===== src/rtl/vga_sync_decoder_if.sv =====
// Signal bundle between a TinyVGA PMOD source and the sync decoder.
// The master side drives the video byte and probe coordinates; the slave
// side (the decoder) returns the recovered position, colour and status.
interface vga_sync_decoder_if;
  logic [7:0] vga_in;
  logic [9:0] probe_x;
  logic [9:0] probe_y;
  logic [9:0] hpos;
  logic [9:0] vpos;
  logic       display_on;
  logic [1:0] R;
  logic [1:0] G;
  logic [1:0] B;
  logic       locked;
  logic       line_err;
  logic       frame_err;
  logic [7:0] frame_count;
  logic [5:0] probe_rgb;
  logic       probe_valid;

  modport master (
    output vga_in, probe_x, probe_y,
    input  hpos, vpos, display_on, R, G, B, locked, line_err, frame_err,
           frame_count, probe_rgb, probe_valid
  );

  modport slave (
    input  vga_in, probe_x, probe_y,
    output hpos, vpos, display_on, R, G, B, locked, line_err, frame_err,
           frame_count, probe_rgb, probe_valid
  );
endinterface


===== src/rtl/vga_sync_decoder.sv =====
// TinyVGA PMOD receiver: recovers pixel position and 2-bit RGB from the
// sync/colour pins, tracks timing lock, flags misplaced sync edges and
// captures one programmable pixel per frame.
module vga_sync_decoder #(
  parameter int H_DISPLAY       = 640,
  parameter int H_FRONT         = 16,
  parameter int H_SYNC          = 96,
  parameter int H_BACK          = 48,
  parameter int V_DISPLAY       = 480,
  parameter int V_BOTTOM        = 10,
  parameter int V_SYNC          = 2,
  parameter int V_TOP           = 33,
  parameter int SYNC_ACTIVE_LOW = 1
) (
  input  logic             clk,
  input  logic             reset,
  vga_sync_decoder_if.slave bus
);
  localparam int H_TOTAL = H_DISPLAY + H_FRONT + H_SYNC + H_BACK;
  localparam int V_TOTAL = V_DISPLAY + V_BOTTOM + V_SYNC + V_TOP;

  localparam logic [9:0]  H_LAST   = 10'(H_TOTAL - 1);
  localparam logic [9:0]  V_LAST   = 10'(V_TOTAL - 1);
  localparam logic [9:0]  HS_POS   = 10'(H_DISPLAY + H_FRONT);
  localparam logic [9:0]  VS_POS   = 10'(V_DISPLAY + V_BOTTOM);
  localparam logic [9:0]  H_VIS    = 10'(H_DISPLAY);
  localparam logic [9:0]  V_VIS    = 10'(V_DISPLAY);
  localparam logic [11:0] WD_LIMIT = 12'(2 * H_TOTAL);

  // Pin level of a deasserted sync; XOR with it turns a pin into "asserted".
  localparam logic       SYNC_IDLE = (SYNC_ACTIVE_LOW != 0);
  localparam logic [7:0] IN_IDLE   = {SYNC_IDLE, 3'b000, SYNC_IDLE, 3'b000};

  typedef enum logic [1:0] {
    SEARCH = 2'd0,
    HLOCK  = 2'd1,
    VSYNC1 = 2'd2,
    LOCKED = 2'd3
  } state_t;

  state_t      state, state_next;
  logic [7:0]  in_q;
  logic        hs_prev, vs_prev;
  logic        hs_now, vs_now, hs_edge, vs_edge;
  logic [11:0] wd, wd_next;
  logic        wd_expired;
  logic [9:0]  h_free, v_free, h_next, v_next;
  logic        line_bad, frame_bad, line_err_d, frame_err_d;
  logic        in_window, probe_hit, count_frame;
  logic [1:0]  r_pix, g_pix, b_pix;

  // Input register plus previous asserted-sync levels for edge detection.
  // NOTE: sequential state uses non-blocking assignments so every flop
  // samples pre-edge values regardless of statement order.
  always_ff @(posedge clk or posedge reset) begin
    if (reset) begin
      in_q    <= IN_IDLE;
      hs_prev <= 1'b0;
      vs_prev <= 1'b0;
    end else begin
      in_q    <= bus.vga_in;
      hs_prev <= hs_now;
      vs_prev <= vs_now;
    end
  end

  // Decode the registered sample: free-running position, sync forcing, errors.
  // NOTE: every always_comb output gets a default first so no path infers a latch.
  always_comb begin
    hs_now  = in_q[7] ^ SYNC_IDLE;
    vs_now  = in_q[3] ^ SYNC_IDLE;
    hs_edge = hs_now & ~hs_prev;
    vs_edge = vs_now & ~vs_prev;
    r_pix   = {in_q[0], in_q[4]};
    g_pix   = {in_q[1], in_q[5]};
    b_pix   = {in_q[2], in_q[6]};

    h_free = (bus.hpos == H_LAST) ? 10'd0 : bus.hpos + 10'd1;
    v_free = bus.vpos;
    if (bus.hpos == H_LAST) v_free = (bus.vpos == V_LAST) ? 10'd0 : bus.vpos + 10'd1;

    h_next    = h_free;
    v_next    = v_free;
    line_bad  = 1'b0;
    frame_bad = 1'b0;
    // hsync is applied first so that a coincident vsync check and force win.
    if (hs_edge) begin
      line_bad = (h_free != HS_POS);
      h_next   = HS_POS;
    end
    if (vs_edge) begin
      frame_bad = (h_next != 10'd0) || (v_next != VS_POS);
      h_next    = 10'd0;
      v_next    = VS_POS;
    end

    line_err_d  = line_bad && (state != SEARCH);
    frame_err_d = frame_bad && ((state == VSYNC1) || (state == LOCKED));

    // Watchdog saturates at its limit so it keeps holding the FSM in SEARCH.
    wd_next = '0;
    if (!hs_edge) wd_next = (wd == WD_LIMIT) ? wd : wd + 12'd1;
    wd_expired = (wd_next == WD_LIMIT);

    in_window = (state == LOCKED) && (h_next < H_VIS) && (v_next < V_VIS);
    probe_hit = in_window && (bus.probe_x < H_VIS) && (bus.probe_y < V_VIS) &&
                (h_next == bus.probe_x) && (v_next == bus.probe_y);
  end

  // Lock FSM next state.
  always_comb begin
    state_next = state;
    unique case (state)
      SEARCH: if (hs_edge) state_next = HLOCK;
      HLOCK:  if (vs_edge) state_next = VSYNC1;
      VSYNC1, LOCKED: begin
        if (line_err_d || frame_err_d) state_next = HLOCK;
        else if (vs_edge)              state_next = LOCKED;
      end
      default: state_next = SEARCH;
    endcase
    if (wd_expired) state_next = SEARCH;
    count_frame = vs_edge && (state_next == LOCKED);
  end

  // Lock FSM state and hsync watchdog registers.
  always_ff @(posedge clk or posedge reset) begin
    if (reset) begin
      state <= SEARCH;
      wd    <= '0;
    end else begin
      state <= state_next;
      wd    <= wd_next;
    end
  end

  // Output register: every output describes the same in_q sample.
  always_ff @(posedge clk or posedge reset) begin
    if (reset) begin
      bus.hpos        <= '0;
      bus.vpos        <= '0;
      bus.display_on  <= 1'b0;
      bus.R           <= '0;
      bus.G           <= '0;
      bus.B           <= '0;
      bus.locked      <= 1'b0;
      bus.line_err    <= 1'b0;
      bus.frame_err   <= 1'b0;
      bus.frame_count <= '0;
      bus.probe_rgb   <= '0;
      bus.probe_valid <= 1'b0;
    end else begin
      bus.hpos        <= h_next;
      bus.vpos        <= v_next;
      bus.display_on  <= in_window;
      bus.R           <= in_window ? r_pix : 2'b00;
      bus.G           <= in_window ? g_pix : 2'b00;
      bus.B           <= in_window ? b_pix : 2'b00;
      // Lags the state register by one clock, matching display_on gating.
      bus.locked      <= (state == LOCKED);
      bus.line_err    <= line_err_d;
      bus.frame_err   <= frame_err_d;
      bus.probe_valid <= probe_hit;
      if (count_frame) bus.frame_count <= bus.frame_count + 8'd1;
      if (probe_hit)   bus.probe_rgb   <= {r_pix, g_pix, b_pix};
    end
  end
endmodule


===== src/flat_wrapper.sv =====
// flat-port wrapper written by rule: the top's interface ports become plain ports
module vga_sync_decoder_flat 
#(
  parameter int H_DISPLAY       = 640,
  parameter int H_FRONT         = 16,
  parameter int H_SYNC          = 96,
  parameter int H_BACK          = 48,
  parameter int V_DISPLAY       = 480,
  parameter int V_BOTTOM        = 10,
  parameter int V_SYNC          = 2,
  parameter int V_TOP           = 33,
  parameter int SYNC_ACTIVE_LOW = 1
)
  (clk, reset, bus_vga_in, bus_probe_x, bus_probe_y, bus_hpos, bus_vpos, bus_display_on, bus_R, bus_G, bus_B, bus_locked, bus_line_err, bus_frame_err, bus_frame_count, bus_probe_rgb, bus_probe_valid);
  vga_sync_decoder_if bus_i ();
  input  logic clk;
  input  logic reset;
  input wire logic [$bits(bus_i.vga_in)-1:0] bus_vga_in;
  input wire logic [$bits(bus_i.probe_x)-1:0] bus_probe_x;
  input wire logic [$bits(bus_i.probe_y)-1:0] bus_probe_y;
  output wire logic [$bits(bus_i.hpos)-1:0] bus_hpos;
  output wire logic [$bits(bus_i.vpos)-1:0] bus_vpos;
  output wire logic [$bits(bus_i.display_on)-1:0] bus_display_on;
  output wire logic [$bits(bus_i.R)-1:0] bus_R;
  output wire logic [$bits(bus_i.G)-1:0] bus_G;
  output wire logic [$bits(bus_i.B)-1:0] bus_B;
  output wire logic [$bits(bus_i.locked)-1:0] bus_locked;
  output wire logic [$bits(bus_i.line_err)-1:0] bus_line_err;
  output wire logic [$bits(bus_i.frame_err)-1:0] bus_frame_err;
  output wire logic [$bits(bus_i.frame_count)-1:0] bus_frame_count;
  output wire logic [$bits(bus_i.probe_rgb)-1:0] bus_probe_rgb;
  output wire logic [$bits(bus_i.probe_valid)-1:0] bus_probe_valid;
  assign bus_i.vga_in = bus_vga_in;
  assign bus_i.probe_x = bus_probe_x;
  assign bus_i.probe_y = bus_probe_y;
  assign bus_hpos = bus_i.hpos;
  assign bus_vpos = bus_i.vpos;
  assign bus_display_on = bus_i.display_on;
  assign bus_R = bus_i.R;
  assign bus_G = bus_i.G;
  assign bus_B = bus_i.B;
  assign bus_locked = bus_i.locked;
  assign bus_line_err = bus_i.line_err;
  assign bus_frame_err = bus_i.frame_err;
  assign bus_frame_count = bus_i.frame_count;
  assign bus_probe_rgb = bus_i.probe_rgb;
  assign bus_probe_valid = bus_i.probe_valid;
  vga_sync_decoder #(.H_DISPLAY(H_DISPLAY), .H_FRONT(H_FRONT), .H_SYNC(H_SYNC), .H_BACK(H_BACK), .V_DISPLAY(V_DISPLAY), .V_BOTTOM(V_BOTTOM), .V_SYNC(V_SYNC), .V_TOP(V_TOP), .SYNC_ACTIVE_LOW(SYNC_ACTIVE_LOW)) u_core (.clk(clk), .reset(reset), .bus(bus_i));
endmodule

===== config.mk =====
export PLATFORM = sky130hd
export DESIGN_NAME = vga_sync_decoder_flat
export DESIGN_NICKNAME = d
export VERILOG_FILES = /design/src/rtl/vga_sync_decoder_if.sv /design/src/rtl/vga_sync_decoder.sv /design/src/flat_wrapper.sv
export SDC_FILE = /design/constraint.sdc
export NUM_CORES = 1
export LEC_CHECK = 0
export ABC_AREA = 0
export CELL_PAD_IN_SITES_DETAIL_PLACEMENT = 2
export CELL_PAD_IN_SITES_GLOBAL_PLACEMENT = 2
export CORE_MARGIN = 2
export CORE_UTILIZATION = 35
export DETAILED_ROUTE_END_ITERATION = 10
export GPL_TIMING_DRIVEN = 0
export PLACE_DENSITY = 0.89
export SLEW_MARGIN = 20
export SYNTH_ARGS = -nofsm -noshare
export SYNTH_HDL_FRONTEND = slang
export SYNTH_SLANG_ARGS = --single-unit
export TNS_END_PERCENT = 1

===== constraint.sdc =====
create_clock -name clk -period 11.15 [get_ports clk]
set_clock_uncertainty 0.1 [all_clocks]
set_input_delay 3.345 -clock clk [delete_from_list [all_inputs] [get_ports clk]]
set_output_delay 3.345 -clock clk [all_outputs]
set_load 0.1 [all_outputs]

Word-level counts from Yosys, hierarchy flattened
Index checks and enable logic that the tools add are counted.
W data, S select, Z words.
{"block": "word_totals", "register_bits": 69, "rom_bits": 0, "n_memories": 0, "latch_bits": 0, "mem_bits_rw": 0}
{"block": "classes", "n_bitwise": 6, "shift": 0, "mux": 19, "multipliers": 0, "n_addsub": 4, "eq_ne": 12, "n_reduce_logical": 16, "div_mod_pow": 0, "n_lt_le_gt_ge": 4}
{"operator": "$mux W10", "count": 6}
{"operator": "$eq A12 B11 Y1 const B", "count": 2}
{"operator": "$mux W12", "count": 2}
{"operator": "$add A10 B1 Y10 const B", "count": 2}
{"operator": "$eq A10 B10 Y1", "count": 2}
{"operator": "$eq A10 B10 Y1 const B", "count": 2}
{"operator": "$lt A10 B10 Y1 const B", "count": 2}
{"operator": "$lt A10 B9 Y1 const B", "count": 2}
{"operator": "$mux W2", "count": 8}
{"operator": "$add A12 B1 Y12 const B", "count": 1}
{"operator": "$ne A10 B10 Y1 const B", "count": 1}
{"operator": "$ne A10 B9 Y1 const B", "count": 1}
{"operator": "$reduce_bool A10 Y1", "count": 1}
{"operator": "$logic_and A1 B1 Y1", "count": 9}
{"operator": "$add A8 B1 Y8 const B", "count": 1}
{"operator": "$eq A2 B2 Y1 const B", "count": 3}
{"operator": "$pmux W2 S3", "count": 1}
{"operator": "$not A1 Y1", "count": 4}
{"operator": "$logic_or A1 B1 Y1", "count": 3}
{"operator": "$and A1 B1 Y1", "count": 2}
{"operator": "$eq A2 B1 Y1 const B", "count": 1}
{"operator": "$logic_not A2 Y1", "count": 1}
{"operator": "$mux W1", "count": 2}
{"operator": "$reduce_bool A2 Y1", "count": 1}
{"operator": "$reduce_or A2 Y1", "count": 1}

Logic depth before layout (Yosys ltp)
{"block": "depth", "ltp_word": 13, "mapped_depth": 12, "mapped_depth_nobuf": 10}

Least setup slack after synthesis
OpenSTA, ideal clock, no wires.
{"block": "synth_path", "kind": "input -> register", "from": "in bus_probe_x[0]", "to": "reg u_core.bus.probe_rgb[0] in the netlist's numbering", "t_required_ns": 10.925, "setup_slack_ns": 5.642, "setup_time_ns": 0.125, "arrival_ns": 5.283, "cell_stages": 7, "path_cell_list": "nor4_2 > a211o_1 > nor4_2 > or4b_1 > or4b_1 > buf_6 > mux2_4"}
{"block": "synth_between", "elab_chain_cells": 5, "elab_cells_between_ends": 6, "cone_classes": "order compare (1); eq/ne (1); reduce/logical (4)"}
{"item": "from (decl)", "line_no": "flat_wrapper.sv:19", "text": "input wire logic [$bits(bus_i.probe_x)-1:0] bus_probe_x;"}
{"item": "$lt A10 B10 Y1", "line_no": "vga_sync_decoder.sv:106", "text": "probe_hit = in_window && (bus.probe_x < H_VIS) && (bus.probe_y < V_VIS) &&"}
{"item": "$logic_and A1 B1 Y1 (2 in series)", "line_no": "vga_sync_decoder.sv:106"}
{"item": "$logic_and A1 B1 Y1 *", "line_no": "vga_sync_decoder.sv:106"}
{"item": "$logic_and A1 B1 Y1 *", "line_no": "vga_sync_decoder.sv:107", "text": "(h_next == bus.probe_x) && (v_next == bus.probe_y);"}
{"item": "to (signal assigned)", "line_no": "vga_sync_decoder.sv:165", "text": "if (probe_hit) bus.probe_rgb <= {r_pix, g_pix, b_pix};"}
{"item": "to (decl)", "line_no": "vga_sync_decoder_if.sv:30", "text": "frame_count, probe_rgb, probe_valid"}
Mark *: on every way between the ends. The rest lies on a longest branch, timed or not.
A chain may end at the register's enable or synchronous reset.

Final worst setup path
{"block": "layout_path", "from": "in bus_probe_y[4]", "to": "reg u_core.bus.probe_rgb[4] in the netlist's numbering"}
{"block": "layout_between", "elab_chain_cells": 4, "elab_cells_between_ends": 5, "cone_classes": "order compare (1); eq/ne (1); reduce/logical (3)"}
{"item": "from (decl)", "line_no": "flat_wrapper.sv:20", "text": "input wire logic [$bits(bus_i.probe_y)-1:0] bus_probe_y;"}
{"item": "$lt A10 B9 Y1", "line_no": "vga_sync_decoder.sv:106"}
{"item": "$logic_and A1 B1 Y1 (2 in series)", "line_no": "vga_sync_decoder.sv:106"}
{"item": "$logic_and A1 B1 Y1 *", "line_no": "vga_sync_decoder.sv:107"}
Marks and branches as above.

==> flow_metrics.py <==
metrics = {
    "grt": {
        "grtUsageTotal_pct": 25.66,
        "globalRouteOverflowTotal": 0,
        "largest_net_degree_at_the_start_of_global_routing": 38,
        "grt_pass1_wl_um": 25170,
        "antenna_violations_before_repair": 0,
        "via_count_of_the_first_global_routing_pass": 4525,
    },
    "route": {
        "drt-pass1-iter-count": 4,
        "vias": 3988,
        "detail-route-antenna-nets": 0,
        "post_dr_vias_cell": 5.997,
        "drtIter0Drc": 227,
        "detail_route.wirelength_um": 15730,
        "post_drt_wl_per_cell_um": 23.65,
        "drc": 0,
    },
    "run_status": {
        "status": "completed",
    },
    "clock_network": {
        "cts.htree.levels": 3,
        "cts_root_buffer": "sky130_fd_sc_hd__clkbuf_16",
        "numClockSinks": 69,
        "worst_skew_pair.late_latency_ns": 0.35,
        "post-cts-setup-buffer-count": 0,
        "clk_pin_slew_ns": 0.06,
        "post_cts_hold_buffer_count": 0,
        "cts_buffers": 9,
        "ctsResizeCount": 0,
        "tritoncts_clock_tree": "done",
        "clock_tree.buffer_depth": 2,
    },
    "logic_synthesis": {
        "syn_area_um2": 4138,
        "synth_top_flop_cell": "sky130_fd_sc_hd__dfrtp_1",
        "synth.top_cells.by_area": "sky130_fd_sc_hd__dfrtp_1 41%, sky130_fd_sc_hd__xnor2_1 4.2%, sky130_fd_sc_hd__nor2_1 3.5%",
        "synth.distinct_cells": 70,
        "synth_sequential_area_ratio_pct": 41.79,
        "syn-num-nets": 467,
        "synth.ff_latch_count": 69,
        "top_cell_type_s_share_of_synthesized_area_pct": 40.52,
        "synth_enable_flop_cells": 0,
        "synthesis.instances": 431,
        "synthesis.yosys.warnings": 0,
        "yosys.area.top_type": "sky130_fd_sc_hd__dfrtp_1",
        "synth-async-reset-ratio_pct": 100.0,
        "postSynthAreaPerCell_um2": 9.600,
    },
    "finish": {
        "area_delta_synth_final_pct": 30.21,
        "diodes": 0,
        "drive_above_1_share_pct": 11.11,
        "postLayoutCellArea_um2": 5388,
        "layout.nets": 553,
        "final_common_cell": "sky130_fd_sc_hd__clkdlybuf4s50_1",
        "most-common-layout-cells": "74 x sky130_fd_sc_hd__clkdlybuf4s50_1, 67 x sky130_fd_sc_hd__dfrtp_1, 39 x sky130_fd_sc_hd__nor2_1",
    },
    "floorplan": {
        "floorplan.core_area_um2": 11470,
        "chipHeight_um": 112.7,
        "initial_util_pct": 36.08,
        "std_cell_rows": 39,
        "io_pins": 75,
        "die_area_um2": 12710,
        "die-width_um": 112.7,
    },
    "worst_setup_path": {
        "worst_ep_arrival_time_ns": 6.30,
        "timing_worst_setup_path_type": "in2reg",
        "critPathRequiredTime_ns": 11.28,
        "crit_end_category": "flop",
        "timing.critical_path.from_type": "input port",
        "critPathMaxFanout": 6,
    },
    "place": {
        "routabilityCongestion": 0.8744,
        "dp_hpwl_um": 11310,
        "postPlaceCellArea_um2": 5080,
        "portBuffers": 74,
    },
    "sta": {
        "timing.final.crit_period_ns": 6.165,
        "fin_tns_setup_ns": 0,
        "timing.final.setup_violations": 0,
        "max_freq_mhz": 162.2,
        "timing.final.hold_violations": 0,
        "relSlewSlack_pct": 32.97,
        "fin_worst_hold_slack_ns": 0.3667,
        "worst-slew-pin-transition_ns": 1.002,
        "grt_setup_unrepaired": "no",
        "timing.final.max_slew_violations": 0,
        "finalCritPeriodShare_pct": 55.29,
    },
    "flow_run": {
        "drv_cap": 0,
    },
    "worst_hold_path": {
        "worstHoldPathType": "reg2reg",
    },
    "pwr": {
        "powerDensity_nw_per_um2": 150.0,
        "ir_worst_vdd_mv": 0.1384,
        "total_leakage_power_uw": 0.002160,
        "design_power_total_uw": 808.3,
    },
}
==> layer usage <==
layer | GRT usage [%] | vias up | share of wire (%)
met5 | 0 | - | 0
met4 | 12.28 | 0 | 3.6
met3 | 3.428 | 35 | 3.4
met2 | 45.83 | 106 | 52
met1 | 30.45 | 2070 | 40
li1 | - | 1777 | -
==> final timing paths <==
| path | slack [ns] | start | cells after the start | to |
|---|---|---|---|---|
| setup / recovery | 4.99 | bus_probe_y[4] | 9 | u_core.bus.probe_rgb[4] |
| hold / removal | 0.37 | u_core.in_q[7] | 1 | u_core.hs_prev |
| setup reg to reg | 6.54 | u_core.bus.hpos[0] | 11 | u_core.bus.probe_rgb[4] |
| hold reg to reg | 0.37 | u_core.in_q[7] | 1 | u_core.hs_prev |
| max in group asynchronous | 7.10 | reset | 3 | u_core.bus.vpos[0] |
| min in group asynchronous | 3.28 | reset | 2 | u_core.wd[11] |
==> layout make-up <==
cell class                      instances  area (um^2)
Buffer                                 21        117.6
Clock buffer                            9        225.2
Clock inverter                          7        82.58
Fill cell                            1221         6080
Inverter                               22        85.08
Multi-Input combinational cell        319         2208
Sequential cell                        69         1729
Tap cell                              143        178.9
Timing Repair Buffer                   75        760.7
==> registers in the layout, indices dropped and copies added, names as in the netlist, 2 cells and up <==
| register | count |
|---|---|
| u_core.bus.probe_rgb | 6 |
| u_core.in_q | 8 |
| u_core.wd | 12 |
| u_core.bus.R | 2 |
| u_core.bus.G | 2 |
| u_core.bus.B | 2 |
| u_core.bus.vpos | 10 |
| u_core.bus.hpos | 10 |
| u_core.state | 2 |
| u_core.bus.frame_count | 8 |
==> stage by stage <==
| step | worst slack (ns) | instances | utilization [%] |
|---|---|---|---|
| after global placement | 4.662 | 648 | 44.10 |
| after detailed placement | 4.665 | 649 | 44.30 |
| after global routing | 4.856 | 665 | 46.98 |
| after CTS | 5.044 | 665 | 46.98 |
| final | 4.985 | 665 | 46.98 |
| after floorplan | 5.642 | 431 | - |
==> synth_stat cells, types with 3 or more instances <==
cell,instances
sky130_fd_sc_hd__o211ai_1,5
sky130_fd_sc_hd__mux2_4,6
sky130_fd_sc_hd__nor3_1,16
sky130_fd_sc_hd__and4_1,5
sky130_fd_sc_hd__nand3_1,23
sky130_fd_sc_hd__nand2b_1,4
sky130_fd_sc_hd__ha_1,6
sky130_fd_sc_hd__and2_1,8
sky130_fd_sc_hd__or3_1,7
sky130_fd_sc_hd__clkbuf_1,5
sky130_fd_sc_hd__or4_1,7
sky130_fd_sc_hd__nor4_1,11
sky130_fd_sc_hd__xor2_1,10
sky130_fd_sc_hd__buf_6,3
sky130_fd_sc_hd__and3_1,3
sky130_fd_sc_hd__o31a_1,4
sky130_fd_sc_hd__o311ai_0,4
sky130_fd_sc_hd__o21ai_0,10
sky130_fd_sc_hd__a21o_1,5
sky130_fd_sc_hd__nand2_1,27
sky130_fd_sc_hd__a21oi_1,12
sky130_fd_sc_hd__mux2i_1,4
sky130_fd_sc_hd__buf_2,9
sky130_fd_sc_hd__xnor2_1,20
sky130_fd_sc_hd__nand4_1,8
sky130_fd_sc_hd__inv_1,22
sky130_fd_sc_hd__a211oi_1,3
sky130_fd_sc_hd__or4b_1,4
sky130_fd_sc_hd__dfrtp_1,67
sky130_fd_sc_hd__nor2_1,39
sky130_fd_sc_hd__o31ai_1,3
sky130_fd_sc_hd__nand4b_1,5
sky130_fd_sc_hd__or2_2,3
sky130_fd_sc_hd__nor4bb_1,3
sky130_fd_sc_hd__o21a_1,3
sky130_fd_sc_hd__a32oi_1,3
sky130_fd_sc_hd__a31oi_1,6
sky130_fd_sc_hd__nor4_2,3
==> worst max-delay path, stage by stage <==
cell and delay [ns]:
sky130_fd_sc_hd__clkdlybuf4s50_1 0.54, sky130_fd_sc_hd__a221oi_1 0.28, sky130_fd_sc_hd__o2111ai_1 0.15, sky130_fd_sc_hd__a21oi_1 0.14
sky130_fd_sc_hd__o2111ai_1 0.13, sky130_fd_sc_hd__nor4_1 0.69, sky130_fd_sc_hd__or4b_1 0.55, sky130_fd_sc_hd__buf_6 0.18
sky130_fd_sc_hd__mux2_4 0.30
==> logic make-up after synthesis <==
logic type / count (synthesis) / share of synthesized area (%)
AO/OA/AOI/OAI: 83 / 14.88
AND/OR/NAND/NOR: 188 / 26.64
adder cells (fa/ha/maj): 6 / 1.814
XOR/XNOR: 30 / 6.350
buffers and inverters: 43 / 4.838
flip-flops: 69 / 41.79
multiplexers: 12 / 3.689
==> power breakdown <==
part | total, uW | internal [uW] | leakage (uW) | switching [uW]
sequential | 298 | 270 | 0.000882 | 28.3
combinational | 203 | 60.8 | 0.00113 | 142
clock | 307 | 177 | 0.000145 | 130
Note: power is estimated with default switching activity, not from simulation.
